`src/rtl/bram_arbiter_2p.sv`:
```
// Round-robin arbiter letting two requesters share one single-port BRAM.
// One op per cycle; reads return to their source two cycles after accept.
module bram_arbiter_2p #(
    parameter int data_width = 32,
    parameter int addr_width = 11
) (
    input  logic                  clk,
    input  logic                  rst,
    input  logic                  a_req_valid,
    output logic                  a_req_ready,
    input  logic                  a_req_we,
    input  logic [addr_width-1:0] a_req_addr,
    input  logic [data_width-1:0] a_req_wdata,
    output logic                  a_rsp_valid,
    output logic [data_width-1:0] a_rsp_rdata,
    input  logic                  b_req_valid,
    output logic                  b_req_ready,
    input  logic                  b_req_we,
    input  logic [addr_width-1:0] b_req_addr,
    input  logic [data_width-1:0] b_req_wdata,
    output logic                  b_rsp_valid,
    output logic [data_width-1:0] b_rsp_rdata,
    output logic                  mem_we,
    output logic [addr_width-1:0] mem_addr,
    output logic [data_width-1:0] mem_din,
    input  logic [data_width-1:0] mem_dout
);

    typedef enum logic {SIDE_A, SIDE_B} side_t;

    side_t ptr, ptr_next;
    logic  grant_a, grant_b, accept;

    logic                  sel_we;
    logic [addr_width-1:0] sel_addr;
    logic [data_width-1:0] sel_wdata;

    logic  iss_valid, iss_read;
    side_t iss_src;

    always_comb begin
        grant_a = 1'b0;
        grant_b = 1'b0;
        if (!rst) begin
            if (a_req_valid && (!b_req_valid || ptr == SIDE_A))
                grant_a = 1'b1;
            else if (b_req_valid)
                grant_b = 1'b1;
        end
    end

    assign a_req_ready = grant_a;
    assign b_req_ready = grant_b;
    assign accept      = grant_a | grant_b;

    always_comb begin
        ptr_next = ptr;
        if (grant_a)
            ptr_next = SIDE_B;
        else if (grant_b)
            ptr_next = SIDE_A;
    end

    always_ff @(posedge clk or posedge rst) begin
        if (rst)
            ptr <= SIDE_A;
        else
            ptr <= ptr_next;
    end

    always_comb begin
        sel_we    = a_req_we;
        sel_addr  = a_req_addr;
        sel_wdata = a_req_wdata;
        if (grant_b) begin
            sel_we    = b_req_we;
            sel_addr  = b_req_addr;
            sel_wdata = b_req_wdata;
        end
    end

    // Idle cycles keep mem_addr; a stray read of it is harmless.
    always_ff @(posedge clk or posedge rst) begin
        if (rst) begin
            mem_we    <= 1'b0;
            mem_addr  <= '0;
            mem_din   <= '0;
            iss_valid <= 1'b0;
            iss_read  <= 1'b0;
            iss_src   <= SIDE_A;
        end else begin
            mem_we    <= accept & sel_we;
            iss_valid <= accept;
            if (accept) begin
                mem_addr <= sel_addr;
                mem_din  <= sel_wdata;
                iss_read <= ~sel_we;
                iss_src  <= grant_b ? SIDE_B : SIDE_A;
            end
        end
    end

    // Response tag lines up with the BRAM's registered output.
    always_ff @(posedge clk or posedge rst) begin
        if (rst) begin
            a_rsp_valid <= 1'b0;
            b_rsp_valid <= 1'b0;
        end else begin
            a_rsp_valid <= iss_valid & iss_read & (iss_src == SIDE_A);
            b_rsp_valid <= iss_valid & iss_read & (iss_src == SIDE_B);
        end
    end

    assign a_rsp_rdata = mem_dout;
    assign b_rsp_rdata = mem_dout;

endmodule
```
`config.mk`:
```
export PLATFORM = sky130hd
export DESIGN_NAME = bram_arbiter_2p
export DESIGN_NICKNAME = d
export VERILOG_FILES = /design/src/rtl/bram_arbiter_2p.sv
export SDC_FILE = /design/constraint.sdc
export NUM_CORES = 1
export LEC_CHECK = 0
export BUFFER_PORTS_ARGS = -buffer_cell sky130_fd_sc_hd__clkbuf_2
export CAP_MARGIN = 30
export CORE_ASPECT_RATIO = 1.2
export CORE_MARGIN = 3
export CORE_UTILIZATION = 29
export CTS_CLUSTER_SIZE = 16
export DETAILED_ROUTE_END_ITERATION = 10
export GPL_ROUTABILITY_DRIVEN = 0
export PLACE_DENSITY = 0.69
export SYNTH_ARGS = -nofsm -noshare
export SYNTH_HDL_FRONTEND = slang
export SYNTH_SLANG_ARGS = --single-unit
export TNS_END_PERCENT = 50
```
`constraint.sdc`:
```
create_clock -name clk -period 4.3 [get_ports clk]
set_clock_uncertainty 0.1 [all_clocks]
set_input_delay 1.29 -clock clk [delete_from_list [all_inputs] [get_ports clk]]
set_output_delay 1.29 -clock clk [all_outputs]
set_load 0.02 [all_outputs]
```
### After elaboration in Yosys (flattened, before gate mapping)

Index checks and enable logic that the tools add are counted.

* register bits: 50
* memory bits (writable): 0
* word-level logic and storage cells: 32
* input bits: 124
* bits in latches: 0
* output and inout bits: 112
* ROM bits: 0
* memories kept: 0

* add/subtract/negate cells: 0
* div/mod/pow operators: 0
* magnitude comparators: 0
* bitwise gates (word level): 8
* equality and inequality tests: 0
* reductions and logical operators: 4
* multiplexer cells: 11
* shifts and indexed selects: 0
* multipliers: 0

Operators by type and width (number)
* 2-to-1 mux 32 bit: 1
* 2-to-1 mux 11 bit: 1
* 2-to-1 mux 1 bit: 9
* AND 1 bit: 4
* NOT 1 bit: 3
* nonzero test 2 bit: 1
* logical AND 1 bit: 1
* logical NOT 1 bit: 1
* logical OR 1 bit: 1
* bitwise OR 1 bit: 1

### Logic depth before layout (Yosys ltp)

* depth in word-level cells: 7
* gate-level depth with buffers: 5
* depth with buffers taken out: 4

### Least setup slack after synthesis

OpenSTA, ideal clock, no wires.

* path type: in2out
* start: input port rst
* end: output port a_req_ready
* buffers on the path: 0
* stages: 3
* slack: 15 ps
* required time: 2910 ps
* arrival time: 2895 ps
* path through: inv_1 -> nand2_1 -> a21oi_1

* cells in the longest elaborated chain, start to end: 1

Ends and longest elaborated chain
* start, declared: RTL line 8 `input logic rst,`
* 2-to-1 mux 1 bit: RTL line 44 `if (!rst) begin`
* end, declared: RTL line 10 `output logic a_req_ready,`

Every way passes these cells.

### Worst setup path after layout

* start: input port rst
* end: output port b_req_ready

* cells in the longest elaborated chain, start to end: 1

Ends and longest elaborated chain
* 2-to-1 mux 1 bit: RTL line 44
* end, declared: RTL line 17 `output logic b_req_ready,`

Every way passes these cells.

==> flow_summary.toml <==
[floorplan]
io_pins = 236
die_h_um = 115.6
core_mm2 = 0.009662
rows = 39
dieArea_mm2 = 0.01125
initial_core_util = 0.3004
die_w_um = 97.33

[worst_setup_path]
endpoint_kind = "output port"
rr_worst_depth = 3
cp-start-kind = "input pin"
endpoint = "b_req_ready"
worstPathRequired_ps = 2910
crit_start = "rst"
critPathMaxFanout = 4
reg2reg_slack_ps = 2390
arrival_ps = 2000
critPathKind = "in2out"
r2r-start = "ptr"
worst_r2r_endpoint = "iss_read"

[power_and_ir_drop]
power_uw = 1318
power_density_mw_per_mm2 = 400.6
peakVddDrop_v = 0.0001598
leakage_uw = 0.001539

[global_routing]
grt-ovfl-total = 0
grt_pass1_wl_mm = 12.78
grt.total_usage = 0.1419
antenna_found_initial = 0
grt_max_degree = 51
grt_pass1_vias = 2453

[min_path]
whs_path_depth = 1
hold_class = "reg2reg"

[timing]
finalCriticalPeriod_ps = 3389
maxSlewViolCount = 0
whs_ps = 349.5
clock.fmax_mhz = 295.1
tns_ps = 0
worst_slew_pin_slew_ps = 917.9
relSlewSlack = 0.3881
rsz0062_at_grt = "false"
fin_crit_sh = 0.7881
setup_viol = 0
setup_slack_ps = 911.1
hold_viol_final = 0

[routing]
viasPerCell = 4.911
detail-route-antenna-nets = 0
drc = 0
wl_per_cell_um = 16.13
finalWirelength_mm = 8.369
vias = 2549
drt_iter0_markers = 88
drt_first_pass_iters = 4

[synth]
ys_types = 21
synth_common_cells = "74 x buf_4, 50 x dfrtp_1, 45 x nor2_1"
synth_most_common_cell = "buf_4"
postSynthCellCount = 336
ys_warn_count = 0
async_flop_share = 1.000
synthFlopType = "dfrtp_1"
synth.area.top_cells = "dfrtp_1 43%, buf_4 19%, a31oi_1 9.3%, nand3_1 7.6%, o21ai_1 6.9%"
yosysTopAreaCell = "dfrtp_1"
synth_edf_count = 0
syn-num-nets = 460
syn_area_mm2 = 0.002903
avgSynthCellArea_um2 = 8.639
synth-seq-area-share = 0.4310
synth.top_cell.area_share = 0.4310
synth_seq_cells = 50

[placed_design]
place_hpwl_mm = 6.061
place_ws_ps = 940.4
portBuffers = 139

[layout]
drive_gt1_frac = 0.4040
fill_cells = 1020
final_nets = 519
diodes = 0
area_delta_synth_final_pct = 13.36

[clocking]
cts_hold_buf = 0
cts_max_path_buffers = 2
cts_num_sinks = 50
path_clk_slew_ps = 60
cts_tree = "yes"
cts_resized = 0
cts_setup_buffers = 0
clock-root-buffer = "clkbuf_16"
cts_buffers = 5
clk_latency_ps = 280
htreeDepth = 2

[run_status]
status = "finished, final reports clean"

[job]
drv_cap = 0
==> worst max-delay path, cell delays in order <==
cell and delay, ps:
clkbuf_2 130, nand2b_2 190, nor2_1 180, clkbuf_2 210
==> layout make-up <==
cell class	count	area (µm²)	share of cell area
Multi-Input combinational cell	191	989.7	0.3008
Clock buffer	7	142.6	0.04335
Tap cell	123	153.9	0.04677
Clock inverter	1	5.005	0.001521
Sequential cell	50	1251	0.3802
Inverter	2	7.507	0.002281
Timing Repair Buffer	145	740.7	0.2251
==> sequential cells by signal, summed over array words and instances, names as in the netlist <==
signal and flops:
a_rsp_valid 1, b_rsp_valid 1, iss_read 1, iss_src 1
iss_valid 1, mem_addr 11, mem_din 32, mem_we 1
ptr 1
==> metrics by stage <==
| stage | utilization | instances | instance area, µm² |
|---|---|---|---|
| 2_1_floorplan | - | 336 | 2903 |
| 3_3_place_gp | 0.3253 | 511 | 3143 |
| 3_5_place_dp | 0.3253 | 511 | 3143 |
| 4_1_cts | 0.3406 | 519 | 3291 |
| 5_1_grt | 0.3406 | 519 | 3291 |
| 6_report | 0.3406 | 519 | 3291 |
==> per-layer routing <==
metal  global-route usage  share of wire
met1               0.1429           0.35
met2               0.2638           0.53
met5                    0              0
met4              0.06648          0.024
met3              0.04997          0.098
==> worst min-delay path by stage <==
stage,startpoint,endpoint
finish,iss_src,a_rsp_valid
global route,iss_src,a_rsp_valid
CTS,iss_src,a_rsp_valid
detailed placement,iss_src,a_rsp_valid
global placement,iss_src,a_rsp_valid
floorplan,iss_src,a_rsp_valid
==> cell families after synthesis <==
kind of cell	Yosys count	share of synthesized area
AND/OR/NAND/NOR	98	0.1509
buffers and inverters	95	0.2349
AO/OA/AOI/OAI	93	0.1832
flip-flops	50	0.4310
==> cell usage in the layout, fill, tap and decap left out <==
master	count
and2_1	1
a31o_2	1
nand2b_2	2
nand2_1	3
dfrtp_1	50
nand3_1	44
a31oi_1	43
clkbuf_2	139
clkinv_2	1
o21ai_0	5
o21bai_2	1
nor2b_4	2
and3_1	1
o21ai_1	40
buf_4	6
a21oi_1	2
clkbuf_8	1
clkbuf_16	5
nor2_1	45
inv_2	2
a21o_1	1
clkbuf_1	1
==> power breakdown <==
part           leakage [µW]  total [µW]  switching, µW  internal, µW
Combinational      0.000896         358            231           127
Sequential         0.000569         571           36.5           535
Clock             0.0000739         389            159           231
No activity file was read; power rests on OpenSTA's default activity.
